**src/rtl/trap_sequencer_if.sv**
```systemverilog
// -----------------------------------------------------------------------------
// trap_sequencer_if
//
// Purpose:
//   Groups the commit-stage, interrupt, CSR and pipeline-control signals seen by
//   trap_sequencer into one bundle. The clock and reset are kept outside the
//   interface as plain ports of the sequencer.
//
// Signals (direction given from the sequencer's point of view, modport slave):
//   in   pmode[1:0]          current privilege mode (0 = U, 3 = M)
//   in   mstatus_mie         mstatus.MIE
//   in   mie[XLEN-1:0]       mie CSR
//   in   mtvec[XLEN-1:0]     mtvec CSR
//   in   mepc[XLEN-1:0]      mepc CSR
//   in   trint/swint/exint   timer / software / external interrupt levels
//   in   exc_valid           exception at commit
//   in   exc_code[5:0]       exception cause
//   in   exc_pc[XLEN-1:0]    faulting PC
//   in   mret_valid          mret at commit
//   in   next_pc[XLEN-1:0]   PC of oldest uncommitted instruction
//   in   flush_ack           pipeline drained
//   out  busy                stall commit
//   out  flush_req           request pipeline drain
//   out  trap_valid          one-cycle trap command to the CSR writer
//   out  trap_code[5:0]      cause code
//   out  trap_is_exception   1 = exception, 0 = interrupt
//   out  trap_pc[XLEN-1:0]   value for mepc
//   out  mret_cmd            one-cycle mret command to the CSR writer
//   out  redirect_valid      one-cycle fetch redirect
//   out  redirect_pc         redirect target
//
// Modports:
//   slave  - the trap sequencer itself
//   master - the environment (commit stage, interrupt sources, CSR file)
// -----------------------------------------------------------------------------
interface trap_sequencer_if #(
  parameter int XLEN = 64
);

  logic [1:0]      pmode;
  logic            mstatus_mie;
  logic [XLEN-1:0] mie;
  logic [XLEN-1:0] mtvec;
  logic [XLEN-1:0] mepc;
  logic            trint;
  logic            swint;
  logic            exint;
  logic            exc_valid;
  logic [5:0]      exc_code;
  logic [XLEN-1:0] exc_pc;
  logic            mret_valid;
  logic [XLEN-1:0] next_pc;
  logic            flush_ack;

  logic            busy;
  logic            flush_req;
  logic            trap_valid;
  logic [5:0]      trap_code;
  logic            trap_is_exception;
  logic [XLEN-1:0] trap_pc;
  logic            mret_cmd;
  logic            redirect_valid;
  logic [XLEN-1:0] redirect_pc;

  modport slave (
    input  pmode, mstatus_mie, mie, mtvec, mepc,
    input  trint, swint, exint,
    input  exc_valid, exc_code, exc_pc, mret_valid, next_pc, flush_ack,
    output busy, flush_req,
    output trap_valid, trap_code, trap_is_exception, trap_pc,
    output mret_cmd, redirect_valid, redirect_pc
  );

  modport master (
    output pmode, mstatus_mie, mie, mtvec, mepc,
    output trint, swint, exint,
    output exc_valid, exc_code, exc_pc, mret_valid, next_pc, flush_ack,
    input  busy, flush_req,
    input  trap_valid, trap_code, trap_is_exception, trap_pc,
    input  mret_cmd, redirect_valid, redirect_pc
  );

endinterface

```
**src/rtl/trap_sequencer.sv**
```systemverilog
// -----------------------------------------------------------------------------
// trap_sequencer
//
// Purpose:
//   Sequences trap entry and mret for the CSR unit. One event is chosen in IDLE
//   (exception > mret > enabled interrupt; external > software > timer), the
//   pipeline is drained, a single-cycle trap or mret command is issued to the
//   CSR writer, the sequencer waits SETTLE_CYCLES for the CSR update to land
//   and finally emits a single-cycle fetch redirect.
//
// Ports:
//   clk   in  clock
//   rst   in  asynchronous reset, active low (asserted at 0)
//   bus   trap_sequencer_if.slave - all commit / interrupt / CSR / control
//         signals (see rtl/trap_sequencer_if.sv)
//
// Parameters:
//   SETTLE_CYCLES  cycles between the CSR command and the redirect (1..15)
//   XLEN           PC / CSR width; must match the interface's XLEN
//
// Configuration macro:
//   TRAP_VECTORED_EN - when defined, interrupts taken with mtvec[1:0] == 1
//   redirect to (mtvec & ~3) + 4 * cause. When undefined, mtvec[1:0] is
//   ignored and every trap goes to mtvec & ~3.
// -----------------------------------------------------------------------------
module trap_sequencer #(
  parameter int unsigned SETTLE_CYCLES = 1,
  parameter int          XLEN          = 64
) (
  input  logic             clk,
  input  logic             rst,
  trap_sequencer_if.slave  bus
);

  typedef enum logic [2:0] {
    S_IDLE   = 3'd0,
    S_FLUSH  = 3'd1,
    S_CMD    = 3'd2,
    S_SETTLE = 3'd3,
    S_REDIR  = 3'd4
  } state_e;

  localparam logic [3:0] SETTLE_LD = 4'(SETTLE_CYCLES);

  // Interrupt cause for the highest-priority pending line.
  // ip bit order is {external, software, timer}.
  function automatic logic [5:0] int_cause(input logic [2:0] ip);
    logic [5:0] code;
    if (ip[2]) begin
      code = 6'd11;
    end else if (ip[1]) begin
      code = 6'd3;
    end else if (ip[0]) begin
      code = 6'd7;
    end else begin
      code = 6'd0;
    end
    return code;
  endfunction

  state_e          state_q, state_d;
  logic [5:0]      code_q, code_d;
  logic [XLEN-1:0] pc_q, pc_d;
  logic            is_exc_q, is_exc_d;
  logic            is_mret_q, is_mret_d;
  logic [3:0]      cnt_q, cnt_d;

  logic            busy_q;
  logic            flush_req_q;
  logic            trap_valid_q;
  logic            mret_cmd_q;
  logic            redirect_valid_q;

  logic [2:0]      ip_s;
  logic            ie_s;
  logic            int_take_s;
  logic [XLEN-1:0] base_s;
  logic [XLEN-1:0] tgt_s;
  logic [XLEN-1:0] redirect_pc_s;

  // Pending/enabled interrupt evaluation (only acted upon in IDLE).
  always_comb begin
    ip_s       = {bus.exint & bus.mie[11], bus.swint & bus.mie[3], bus.trint & bus.mie[7]};
    ie_s       = (bus.pmode != 2'd3) | bus.mstatus_mie;
    int_take_s = ie_s & (ip_s != 3'b000);
  end

  // Next-state logic and event latching.
  always_comb begin
    state_d   = state_q;
    code_d    = code_q;
    pc_d      = pc_q;
    is_exc_d  = is_exc_q;
    is_mret_d = is_mret_q;
    cnt_d     = cnt_q;
    case (state_q)
      S_IDLE: begin
        if (bus.exc_valid) begin
          state_d   = S_FLUSH;
          code_d    = bus.exc_code;
          pc_d      = bus.exc_pc;
          is_exc_d  = 1'b1;
          is_mret_d = 1'b0;
        end else if (bus.mret_valid) begin
          state_d   = S_FLUSH;
          code_d    = 6'd0;
          pc_d      = {XLEN{1'b0}};
          is_exc_d  = 1'b0;
          is_mret_d = 1'b1;
        end else if (int_take_s) begin
          state_d   = S_FLUSH;
          code_d    = int_cause(ip_s);
          pc_d      = bus.next_pc;
          is_exc_d  = 1'b0;
          is_mret_d = 1'b0;
        end else begin
          state_d   = S_IDLE;
        end
      end
      S_FLUSH: begin
        if (bus.flush_ack) begin
          state_d = S_CMD;
        end else begin
          state_d = S_FLUSH;
        end
      end
      S_CMD: begin
        cnt_d   = SETTLE_LD;
        state_d = S_SETTLE;
      end
      S_SETTLE: begin
        cnt_d = cnt_q - 4'd1;
        // A counter at 1 reaches 0 this cycle; <= also catches a stray 0.
        if (cnt_q <= 4'd1) begin
          state_d = S_REDIR;
        end else begin
          state_d = S_SETTLE;
        end
      end
      S_REDIR: begin
        state_d = S_IDLE;
      end
      default: begin
        state_d = S_IDLE;
      end
    endcase
  end

  // State, latched event and registered control outputs.
  always_ff @(posedge clk or negedge rst) begin
    if (!rst) begin
      state_q          <= S_IDLE;
      code_q           <= 6'd0;
      pc_q             <= {XLEN{1'b0}};
      is_exc_q         <= 1'b0;
      is_mret_q        <= 1'b0;
      cnt_q            <= 4'd0;
      busy_q           <= 1'b0;
      flush_req_q      <= 1'b0;
      trap_valid_q     <= 1'b0;
      mret_cmd_q       <= 1'b0;
      redirect_valid_q <= 1'b0;
    end else begin
      state_q          <= state_d;
      code_q           <= code_d;
      pc_q             <= pc_d;
      is_exc_q         <= is_exc_d;
      is_mret_q        <= is_mret_d;
      cnt_q            <= cnt_d;
      // Control flags are registered from the next state so they line up
      // exactly with the state they describe.
      busy_q           <= (state_d != S_IDLE);
      flush_req_q      <= (state_d == S_FLUSH);
      trap_valid_q     <= (state_d == S_CMD) & ~is_mret_d;
      mret_cmd_q       <= (state_d == S_CMD) &  is_mret_d;
      redirect_valid_q <= (state_d == S_REDIR);
    end
  end

  // Redirect target; mtvec and mepc are taken from the REDIR cycle itself so
  // the CSR writes made during the settle window are visible.
  always_comb begin
    base_s = {bus.mtvec[XLEN-1:2], 2'b00};
    tgt_s  = base_s;
`ifdef TRAP_VECTORED_EN
    if (!is_exc_q && !is_mret_q && (bus.mtvec[1:0] == 2'b01)) begin
      tgt_s = base_s + XLEN'({code_q, 2'b00});
    end else begin
      tgt_s = base_s;
    end
`endif
    if (!redirect_valid_q) begin
      redirect_pc_s = {XLEN{1'b0}};
    end else if (is_mret_q) begin
      redirect_pc_s = bus.mepc;
    end else begin
      redirect_pc_s = tgt_s;
    end
  end

  assign bus.busy              = busy_q;
  assign bus.flush_req         = flush_req_q;
  assign bus.trap_valid        = trap_valid_q;
  assign bus.trap_code         = trap_valid_q ? code_q : 6'd0;
  assign bus.trap_is_exception = trap_valid_q & is_exc_q;
  assign bus.trap_pc           = trap_valid_q ? pc_q : {XLEN{1'b0}};
  assign bus.mret_cmd          = mret_cmd_q;
  assign bus.redirect_valid    = redirect_valid_q;
  assign bus.redirect_pc       = redirect_pc_s;

endmodule

```
**src/flat_wrapper.sv**
```systemverilog
// flat-port wrapper written by rule: the top's interface ports become plain ports
module trap_sequencer_flat 
#(
  parameter int unsigned SETTLE_CYCLES = 1,
  parameter int          XLEN          = 64
)
  (clk, rst, bus_pmode, bus_mstatus_mie, bus_mie, bus_mtvec, bus_mepc, bus_trint, bus_swint, bus_exint, bus_exc_valid, bus_exc_code, bus_exc_pc, bus_mret_valid, bus_next_pc, bus_flush_ack, bus_busy, bus_flush_req, bus_trap_valid, bus_trap_code, bus_trap_is_exception, bus_trap_pc, bus_mret_cmd, bus_redirect_valid, bus_redirect_pc);
  trap_sequencer_if #(.XLEN(XLEN)) bus_i ();
  input  logic clk;
  input  logic rst;
  input wire logic [$bits(bus_i.pmode)-1:0] bus_pmode;
  input wire logic [$bits(bus_i.mstatus_mie)-1:0] bus_mstatus_mie;
  input wire logic [$bits(bus_i.mie)-1:0] bus_mie;
  input wire logic [$bits(bus_i.mtvec)-1:0] bus_mtvec;
  input wire logic [$bits(bus_i.mepc)-1:0] bus_mepc;
  input wire logic [$bits(bus_i.trint)-1:0] bus_trint;
  input wire logic [$bits(bus_i.swint)-1:0] bus_swint;
  input wire logic [$bits(bus_i.exint)-1:0] bus_exint;
  input wire logic [$bits(bus_i.exc_valid)-1:0] bus_exc_valid;
  input wire logic [$bits(bus_i.exc_code)-1:0] bus_exc_code;
  input wire logic [$bits(bus_i.exc_pc)-1:0] bus_exc_pc;
  input wire logic [$bits(bus_i.mret_valid)-1:0] bus_mret_valid;
  input wire logic [$bits(bus_i.next_pc)-1:0] bus_next_pc;
  input wire logic [$bits(bus_i.flush_ack)-1:0] bus_flush_ack;
  output wire logic [$bits(bus_i.busy)-1:0] bus_busy;
  output wire logic [$bits(bus_i.flush_req)-1:0] bus_flush_req;
  output wire logic [$bits(bus_i.trap_valid)-1:0] bus_trap_valid;
  output wire logic [$bits(bus_i.trap_code)-1:0] bus_trap_code;
  output wire logic [$bits(bus_i.trap_is_exception)-1:0] bus_trap_is_exception;
  output wire logic [$bits(bus_i.trap_pc)-1:0] bus_trap_pc;
  output wire logic [$bits(bus_i.mret_cmd)-1:0] bus_mret_cmd;
  output wire logic [$bits(bus_i.redirect_valid)-1:0] bus_redirect_valid;
  output wire logic [$bits(bus_i.redirect_pc)-1:0] bus_redirect_pc;
  assign bus_i.pmode = bus_pmode;
  assign bus_i.mstatus_mie = bus_mstatus_mie;
  assign bus_i.mie = bus_mie;
  assign bus_i.mtvec = bus_mtvec;
  assign bus_i.mepc = bus_mepc;
  assign bus_i.trint = bus_trint;
  assign bus_i.swint = bus_swint;
  assign bus_i.exint = bus_exint;
  assign bus_i.exc_valid = bus_exc_valid;
  assign bus_i.exc_code = bus_exc_code;
  assign bus_i.exc_pc = bus_exc_pc;
  assign bus_i.mret_valid = bus_mret_valid;
  assign bus_i.next_pc = bus_next_pc;
  assign bus_i.flush_ack = bus_flush_ack;
  assign bus_busy = bus_i.busy;
  assign bus_flush_req = bus_i.flush_req;
  assign bus_trap_valid = bus_i.trap_valid;
  assign bus_trap_code = bus_i.trap_code;
  assign bus_trap_is_exception = bus_i.trap_is_exception;
  assign bus_trap_pc = bus_i.trap_pc;
  assign bus_mret_cmd = bus_i.mret_cmd;
  assign bus_redirect_valid = bus_i.redirect_valid;
  assign bus_redirect_pc = bus_i.redirect_pc;
  trap_sequencer #(.SETTLE_CYCLES(SETTLE_CYCLES), .XLEN(XLEN)) u_core (.clk(clk), .rst(rst), .bus(bus_i));
endmodule
```
**config.mk**
```make
export PLATFORM = sky130hd
export DESIGN_NAME = trap_sequencer_flat
export DESIGN_NICKNAME = d
export VERILOG_FILES = /design/src/rtl/trap_sequencer_if.sv /design/src/rtl/trap_sequencer.sv /design/src/flat_wrapper.sv
export SDC_FILE = /design/constraint.sdc
export NUM_CORES = 1
export LEC_CHECK = 0
export CORE_AREA = 10 10 175 177
export DETAILED_ROUTE_END_ITERATION = 12
export DIE_AREA = 0 0 185 187
export GPL_ROUTABILITY_DRIVEN = 0
export SYNTH_ARGS = -nofsm -noshare
export SYNTH_HDL_FRONTEND = slang
export SYNTH_SLANG_ARGS = --single-unit
```
**constraint.sdc**
```tcl
create_clock -name clk -period 1.8 [get_ports clk]
set_input_delay 0.36 -clock clk [delete_from_list [all_inputs] [get_ports clk]]
set_output_delay 0.36 -clock clk [all_outputs]
set_load 0.01 [all_outputs]
```
* Word level (Yosys, flattened, before mapping) *
Cells that the tools add are included.

storage, ports and cells
  register bits = 84
  input bits = 337
  output and inout bits = 140
  logic and storage cells = 62

operators by class
  add/sub/neg operators = 1
  $lt $le $gt $ge = 1
  eq/ne operators = 7
  multiplexer cells = 27
  bitwise gates (word level) = 9
  reduce and logical (&&, ||, !) cells = 6

operators with widths
  cell                                                  number
  two-way mux 64 bit                                    6
  two-way mux 6 bit                                     6
  two-way mux 3 bit                                     4
  one-hot mux 3 bit (4 select lines)                    1
  equality test 3 x 2 -> 1 bit (second input constant)  3
  nonzero test 3 bit                                    3
  two-way mux 1 bit                                     8
  one-hot mux 4 bit (2 select lines)                    1
  bitwise AND 1 bit                                     7
  equality test 3 x 1 -> 1 bit (second input constant)  2
  <= comparator 4 x 1 -> 1 bit (second input constant)  1
  subtractor 4 x 1 -> 4 bit (second input constant)     1
  equality test 3 bit (second input constant)           1
  logical NOT 3 bit                                     1
  two-way mux 2 bit                                     1
  inequality test 2 bit (second input constant)         1
  AND reduction 2 bit                                   1
  nonzero test 2 bit                                    1
  NOT 1 bit                                             1
  OR 1 bit                                              1

* Logic depth before layout (Yosys ltp) *
  word-level depth = 9
  mapped depth = 8
  gate-level depth less buffers = 5

* Least setup slack after synthesis *
No wires, ideal clock.

  kind = input to register
  start = input bus_exc_valid
  end = register u_core.code_q[3]
  arrival time = 1,545 ps
  data required time = 1,723 ps
  slack = 178 ps
  stages on the path = 8
  path buffers = 4
  cells stage by stage = buf_2 > nor2_1 > o21ai_1 > and2_1 > clkbuf_1 > buf_6 > buf_6 > a21oi_1

on the way
  cells in the longest elaborated chain, start to end = 2

ends and longest elaborated chain
  item                           RTL line               text
  start, declared                flat_wrapper.sv:19     input wire logic [$bits(bus_i.exc_valid)-1:0] bus_exc_valid;
  nonzero test 3 bit (no line)   -
  AND reduction 2 bit (no line)  -
  end signal, assigned           trap_sequencer.sv:165  code_q <= code_d;
  end, declared                  trap_sequencer.sv:62   logic [5:0] code_q, code_d;

Several ways; a longest one is shown, not always the timed one.
A chain may end at the register's enable or synchronous reset.

* Worst setup path in the final report *
  start = register u_core.is_mret_q
  end = output bus_redirect_pc[49]

on the way
  cells in the longest elaborated chain, start to end = 2

ends and longest elaborated chain
  item                    RTL line               text
  start, declared         trap_sequencer.sv:65   logic is_mret_q, is_mret_d;
  start signal, assigned  trap_sequencer.sv:168  is_mret_q <= is_mret_d;
  two-way mux 64 bit      trap_sequencer.sv:194  end else if (is_mret_q) begin
  two-way mux 64 bit      trap_sequencer.sv:192  if (!redirect_valid_q) begin
  end, declared           flat_wrapper.sv:33     output wire logic [$bits(bus_i.redirect_pc)-1:0] bus_redirect_pc;

Every way passes these cells.

==> impl_metrics.json <==
{
  "clk_latency_ns": 0.36,
  "drc": 0,
  "synth_ff_type": "dfrtp_1",
  "min_period_over_period": 1.16,
  "grt_max_degree": 73,
  "arrival_ns": 1.72,
  "post-place-cells": 1338,
  "relSlewSlack": 0.731,
  "grt_pass1_wl_mm": 46.4,
  "layout_setup_ws_ns": -0.281,
  "first_iter_violations": 243,
  "die_y_um": 187,
  "rsz0062_at_grt": "true",
  "clockBufferDepth": 2,
  "synth_top_area_share": 0.394,
  "max_freq_mhz": 481,
  "fin_nets": 1373,
  "io_buffers": 413,
  "slew_viol_final": 0,
  "maxCapViolations": 0,
  "synth_area_mm2": 0.00533,
  "final-setup-viol-count": 86,
  "antenna_found_initial": 3,
  "grt_overflow": 0,
  "async_flop_share": 1.00,
  "fin_util": 0.401,
  "violations": "setup timing",
  "p_per_area_mw_per_mm2": 1250,
  "hold_viol_final": 0,
  "htree_levels": 3,
  "ys.warnings.count": 0,
  "tightest_slew_ns": 0.399,
  "end_kind": "primary output",
  "drive_gt1_frac": 0.287,
  "cts_buffers": 9,
  "ant_nets": 0,
  "status": "complete, but fails checks",
  "layout_common_cells": "clkdlybuf4s50_1 (273), a21oi_1 (131), dfrtp_1 (81)",
  "initial_core_util": 0.195,
  "syn_to_final_growth_pct": 106,
  "fin_setup_tns_ns": -11.08,
  "die_area_mm2": 0.0346,
  "hold_path_class": "in2async",
  "viasPerCell": 4.62,
  "hold_ws_ns": 0.411,
  "cp-start-kind": "flop",
  "synth_cells": 598,
  "core-area_mm2": 0.0273,
  "crit_fanout": 7,
  "wirelength_mm": 32.9,
  "layout_commonest_cell": "clkdlybuf4s50_1",
  "final_cells": 1387,
  "clock_sinks": 84,
  "cts_tree": "built",
  "grt_usage": 0.179,
  "critPathKind": "reg2out",
  "p_leak_nw": 4.66,
  "synthTopCellsByArea": "dfrtp_1 (39%), a21oi_1 (13%), mux2i_1 (12%)",
  "grt_pass1_vias": 6901,
  "via_count": 6412,
  "wire_per_inst_um": 23.7,
  "clock_skew_ns": 0.00876,
  "synth_top_cell_by_area": "dfrtp_1",
  "ys_ff_latch": 84,
  "min_period_ns": 2.08,
  "ys_seq_area_frac": 0.394,
  "required_ns": 1.44,
  "clk_pin_slew_ns": 0.07,
  "synthDistinctLibCells": 33,
  "nFillCells": 2732,
  "reg2reg_depth": 5,
  "dpl.hpwl_mm": 24.9,
  "rows": 61,
  "io_pins": 477,
  "dr.pass1.iters": 4,
  "syn-num-nets": 937,
  "synth.avg_cell_area_um2": 8.92,
  "die_x_um": 185,
  "irDropWorstVdd_v": 0.000459,
  "synth-edff-count": 0,
  "cts_root_buffer": "clkbuf_16"
}
-- per-stage QoR --
stage	power (mW)	instance area, um2	worst slack [ns]
2_1_floorplan	6.86	5330	0.178
3_3_place_gp	10.4	10100	-0.428
3_5_place_dp	10.5	10100	-0.398
4_1_cts	13.5	10800	-0.315
5_1_grt	14.6	11000	-0.343
6_report	13.7	11000	-0.281
-- cell type report --
type                       count  area (um2)  area share
antenna                        2        5.00    0.000456
clock buffer                   9         225      0.0205
clock inverter                 7        76.3     0.00696
inverter                       4        15.0     0.00137
multi-input combinational    448        3290       0.300
sequential                    84        2110       0.192
tap                          346         433      0.0395
timing repair buffer         487        4810       0.439
-- logic make-up (layout without fill, tap and decap cells) --
family,count (synthesis),in the layout,synth area share
AO/OA/AOI/OAI,222,222,0.247
adder cells (fa/ha/maj),2,2,0.00469
buffers and inverters,66,507,0.0540
flip-flops,84,84,0.394
multiplexers,62,62,0.116
other,0,2,0
AND/OR/NAND/NOR,162,162,0.184
-- cells in the mapped netlist, drive strengths merged (2+ instances only) --
cell type	n
mux2i	62
nor2	7
and3	2
a2bb2oi	2
buf	16
nor2b	62
a32o	3
dfrtp	84
nor3	4
o21ai	10
clkbuf	46
and2	72
inv	4
a22oi	65
ha	2
nand2	7
nand2b	3
a21oi	135
-- report_power, final --
part / internal (mW) / switching (mW)
Combinational: 4.41 / 3.92
Sequential: 2.86 / 0.598
Clock: 0.987 / 0.917
Total: 8.26 / 5.44
-- worst paths after layout --
kind	startpoint	end	slack, ns
hold reg to reg	u_core.cnt_q[3]$_DFFE_PN0P_	u_core.cnt_q[3]$_DFFE_PN0P_	0.50
setup reg to reg	u_core.state_q[0]$_DFF_PN0_	u_core.pc_q[27]$_DFFE_PN0P_	0.27
max in group asynchronous	rst	u_core.is_mret_q$_DFF_PN0_	0.81
setup / recovery	u_core.is_mret_q$_DFF_PN0_	bus_redirect_pc[49]	-0.28
min in group clk	u_core.cnt_q[3]$_DFFE_PN0P_	u_core.cnt_q[3]$_DFFE_PN0P_	0.50
hold / removal	rst	u_core.pc_q[16]$_DFFE_PN0P_	0.41
-- metal layers --
metal / vias up / share of wire / track usage
met2: 303 / 0.50 / 0.313
met1: 3061 / 0.38 / 0.196
li1: 3019 / - / -
met3: 29 / 0.094 / 0.0647
met4: 0 / 0.026 / 0.0578
met5: - / 0 / 0
-- registers in the layout, summed over array words and instances (netlist names) --
name	flops
u_core.pc_q	64
u_core.is_mret_q	1
u_core.code_q	6
u_core.state_q	3
u_core.is_exc_q	1
u_core.bus.flush_req	1
u_core.bus.trap_valid	1
u_core.cnt_q	4
u_core.bus.busy	1
u_core.bus.mret_cmd	1
u_core.bus.redirect_valid	1
-- worst max-delay path: stages, from the launching register on --
cell and delay [ns]:
dfrtp_4 0.55, buf_4 0.18, buf_16 0.14, mux2i_2 0.17, nor2b_2 0.18, buf_12 0.14
-- what timing repair did --
item | in CTS | in global routing
hold endpoints to repair | 10 | 0
setup endpoints to repair | 157 | 146
hold buffers | 1 | 0
setup buffers | 18 | 5
cloned | 7 | 2
pin swaps | 1 | 2
resized for setup | 635 | 49
Power figures use the tool's default switching activity.
==> variant 1, RTL diff (same settings) <==
The option `TRAP_VECTORED_EN` is turned on by a define.
--- a/src/rtl/trap_sequencer.sv
+++ b/src/rtl/trap_sequencer.sv
@@ -23,6 +23,8 @@
 //   redirect to (mtvec & ~3) + 4 * cause. When undefined, mtvec[1:0] is
 //   ignored and every trap goes to mtvec & ~3.
 // -----------------------------------------------------------------------------
+`define TRAP_VECTORED_EN
+
 module trap_sequencer #(
   parameter int unsigned SETTLE_CYCLES = 1,
   parameter int          XLEN          = 64
Behaviour: not the same (Yosys sat finds a counterexample within 10 cycles, from zero or initial values and one cycle with rst low).
==> variant 1 against the original RTL <==
  * The flow still finishes with violations (setup timing)
  * Count of clock-buffer cells in the layout grew 2
  * Die area is the same
  * Area after synthesis increased by 27%
  * Power increased by 2.2%
  * Worst setup slack got worse by 1.2 ns
  * Global-route usage up 3.4 points
  * Combinational power up 5.3%
  * Routed wire length increased by 19%
  * Non-clock buffer count up 185
  * Via count is 46% higher
  * Clock power increased by 6%
  * Hold slack worse by 0.018 ns
  * Sequential cell count is the same
  * Final area is 31% higher
==> variant 1: results <==
{
  "met2_usage_pct": 38.72,
  "timing.rr.start": "u_core.is_mret_q",
  "clock_latency_ns": 0.34,
  "multi_input_area_share_pct": 37.54,
  "hold_path.class": "input pin to register",
  "dp_hpwl_mm": 31.46,
  "port-buffer-count": 415,
  "peakVddDrop_v": 0.0005284,
  "syn-num-nets": 1230,
  "grt_max_degree": 68,
  "violations": "setup timing",
  "dpl_cell_area_um2": 13360,
  "buf_share_pct": 42.07,
  "synth_adder_area_share_pct": 1.770,
  "status": "finished with violations",
  "synth.avg_cell_area_um2": 7.678,
  "path_delay_family": "compound AO/OA/AOI/OAI gates",
  "setup_viol_count_final": 62,
  "grt_util_met3_pct": 5.847,
  "grt_usage_pct": 21.27,
  "met1_usage_pct": 23.15,
  "signal_buffers": 672,
  "seq_area_um2": 2107,
  "grt_pass1_vias": 9761,
  "inv_count": 20,
  "drt_wl_total_mm": 39.26,
  "arrival_ns": 2.92,
  "multi_input_gates": 704,
  "first_iter_violations": 459,
  "clock_area_share_pct": 2.222,
  "seq_cell_count": 84,
  "worst_slew_pin_slew_ns": 0.5500,
  "startpoint": "u_core.code_q[1]",
  "drive_gt1_share_pct": 37.90,
  "n_antenna_cell": 1,
  "place_ws_ns": -2.136,
  "synth_common_cells": "127 x o21ai_0, 109 x nand2_1, 84 x dfrtp_1",
  "fillCellCount": 2585,
  "slowest_stage": "dfrtp_1",
  "synth_xor_area_share_pct": 2.839,
  "antenna_found_initial": 2,
  "layout_setup_ws_ns": -1.481,
  "timing.setup.tns_ns": -76.74,
  "total_leakage_power_nw": 6.295,
  "synth_compound_area_share_pct": 29.03
}
variant 1: cell families (layout without fill, tap and decap cells):
| group | after synthesis | after routing |
|---|---|---|
| XOR/XNOR | 22 | 22 |
| AND/OR/NAND/NOR | 365 | 365 |
| AO/OA/AOI/OAI | 305 | 305 |
| flip-flops | 84 | 84 |
| adder cells (fa/ha/maj) | 9 | 9 |
| other | 0 | 1 |
| multiplexers | 3 | 3 |
| buffers and inverters | 96 | 708 |
variant 1: per-stage QoR:
stage               hold WS [ns]  util (%)
finish                    0.3928     52.77
global route              0.4106     52.77
CTS                       0.3865     51.33
detailed placement        0.3594     48.91
global placement          0.3490     48.91
floorplan                0.06441         -
variant 1: what timing repair did:
action / 4_1_cts / 5_1_grt
buffers inserted: 29 / 24
setup endpoints to repair: 139 / 91
hold buffers: 1 / 0
pin swaps: 71 / 59
cloned: 6 / 0
gates resized for setup: 643 / 69
hold endpoints to repair: 16 / 0
variant 1: path summary, 6_finish.rpt:
kind / end / slack (ns) / cells after the start
hold reg to reg: u_core.pc_q[3] / 0.47 / 2
setup / recovery: bus_redirect_pc[50] / -1.48 / 10
setup reg to reg: u_core.bus.trap_valid / 0.09 / 8
hold / removal: u_core.is_exc_q / 0.39 / 3
max in group asynchronous: u_core.pc_q[1] / 0.72 / 3
min in group asynchronous: u_core.pc_q[38] / 0.52 / 2
variant 1: power by group:
part           leakage [nW]  internal (mW)  switching, mW  total [mW]
combinational          5.08           4.44           4.33        8.78
clock                 0.158           1.17          0.834        2.01
sequential             1.06           2.71          0.516        3.22
total                  6.30           8.32           5.68        14.0
variant 1: layer usage:
| metal | part of all wire [%] | wire length, um |
|---|---|---|
| met1 | 39 | 15180 |
| met3 | 8.1 | 3192 |
| met2 | 51 | 19860 |
| met5 | 0 | 0 |
| met4 | 2.6 | 1024 |
==> variant 2, RTL diff (same settings) <==
Without the edit above. Encoding of `state_e`: now one-hot (5 bits for 5 states).
--- a/src/rtl/trap_sequencer.sv
+++ b/src/rtl/trap_sequencer.sv
@@ -32,12 +32,12 @@
   trap_sequencer_if.slave  bus
 );
 
-  typedef enum logic [2:0] {
-    S_IDLE   = 3'd0,
-    S_FLUSH  = 3'd1,
-    S_CMD    = 3'd2,
-    S_SETTLE = 3'd3,
-    S_REDIR  = 3'd4
+  typedef enum logic [4:0] {
+    S_IDLE   = 5'b00001,
+    S_FLUSH  = 5'b00010,
+    S_CMD    = 5'b00100,
+    S_SETTLE = 5'b01000,
+    S_REDIR  = 5'b10000
   } state_e;
 
   localparam logic [3:0] SETTLE_LD = 4'(SETTLE_CYCLES);
Behaviour: no difference found for any inputs over 4 cycles, from zero or initial values and one cycle with rst low; so few cycles prove little.
==> variant 2 against the original RTL <==
  * The flow still finishes with violations (setup timing)
  * Power shrank 10%
  * Area after synthesis shrank 0.33%
  * Combinational power shrank 16%
  * Via count shrank 5.9%
  * Hold slack gained 0.011 ns
  * Final area grew 4.4%
  * Sequential cell count grew 2
  * Routed wire length grew 2.4%
  * Clock skew grew 0.0062 ns
  * Critical path type unchanged
  * Worst setup slack lost 0.056 ns
  * Register-to-register slack lost 0.53 ns
==> variant 2: results <==
{
  "timing.rr.start": "u_core.state_q[3]",
  "n_antenna_cell": 3,
  "nClkBuffers": 11,
  "total_leakage_power_nw": 5.118,
  "place_ws_ns": -0.7637,
  "skew_ns": 0.01497,
  "synth_common_cells": "136 x and2_1, 85 x dfrtp_1, 66 x a221o_1",
  "syn-num-nets": 858,
  "fin_nets": 1341,
  "fillCellCount": 2698,
  "seq_area_um2": 2160,
  "ys_ff_latch": 86,
  "violations": "setup timing",
  "drive_gt1_share_pct": 32.08,
  "wire_per_inst_um": 24.82,
  "peakVddDrop_v": 0.0004599,
  "pg_clk_mw": 2.03,
  "multi_input_area_um2": 3277,
  "timing.slew.headroom_pct": 64.39,
  "first_iter_violations": 270,
  "layout_setup_ws_ns": -0.3364,
  "setup_viol_count_final": 148,
  "swShare_pct": 32.48,
  "reg2reg_depth": 7,
  "top_regs": "u_core.pc_q x64, u_core.code_q x6, u_core.state_q x5",
  "via_count": 6032,
  "comb-power_mw": 7.03,
  "status": "finished with violations",
  "powerDensity_nw_per_um2": 1075,
  "synth_top_cells_by_area": "dfrtp_1 40%, and2_1 16%, a221o_1 12%"
}
[variant 2: cell count changes after synthesis, moves of 5 or more]
| cell | change |
|---|---|
| o21ai_0 | -5 |
| a22oi_1 | -64 |
| and2_1 | +64 |
| clkbuf_1 | -23 |
| a221o_1 | +66 |
| a21oi_1 | -133 |
[variant 2: timing repair]
action                                  CTS  global route
cloned                                   17             3
endpoints found under the hold margin    14             0
gates resized for setup                 575            90
buffers inserted                         38            12
hold buffers                              1             0
endpoints found under the setup margin  212           177
pin swaps                                36            17
[variant 2: per-stage QoR]
stage,util (%),setup TNS (ns),instance area [um^2],cells
2_1_floorplan,-,-1.005,5329,519
3_3_place_gp,37.47,-67.21,10240,1278
3_5_place_dp,37.47,-64.28,10240,1278
4_1_cts,41.18,-30.17,11250,1350
5_1_grt,41.88,-33.54,11440,1354
6_report,41.89,-24.63,11450,1356
[variant 2: layer usage]
layer | up-vias | global-route usage (%) | wire (um)
met1 | 2859 | 20.07 | 12930
met3 | 36 | 8.469 | 3783
met2 | 313 | 30.65 | 15760
met5 | - | 0 | 10
li1 | 2822 | - | -
met4 | 2 | 7.129 | 1179
[variant 2: how the worst min path moves through the flow]
stage	startpoint	to	slack [ns]	cells after the start
floorplan	rst	u_core.bus.busy	0.06	0
global placement	rst	u_core.pc_q[57]	0.25	1
detailed placement	rst	u_core.pc_q[57]	0.25	1
CTS	rst	u_core.pc_q[46]	0.41	2
global route	rst	u_core.pc_q[46]	0.44	2
finish	rst	u_core.pc_q[46]	0.42	2
[variant 2: cell families after synthesis]
group / Yosys count / synth area share (%)
AND/OR/NAND/NOR: 232 / 27.49
multiplexers: 62 / 11.67
flip-flops: 86 / 40.50
AO/OA/AOI/OAI: 89 / 15.44
buffers and inverters: 48 / 4.424
adder cells (fa/ha/maj): 2 / 0.4706
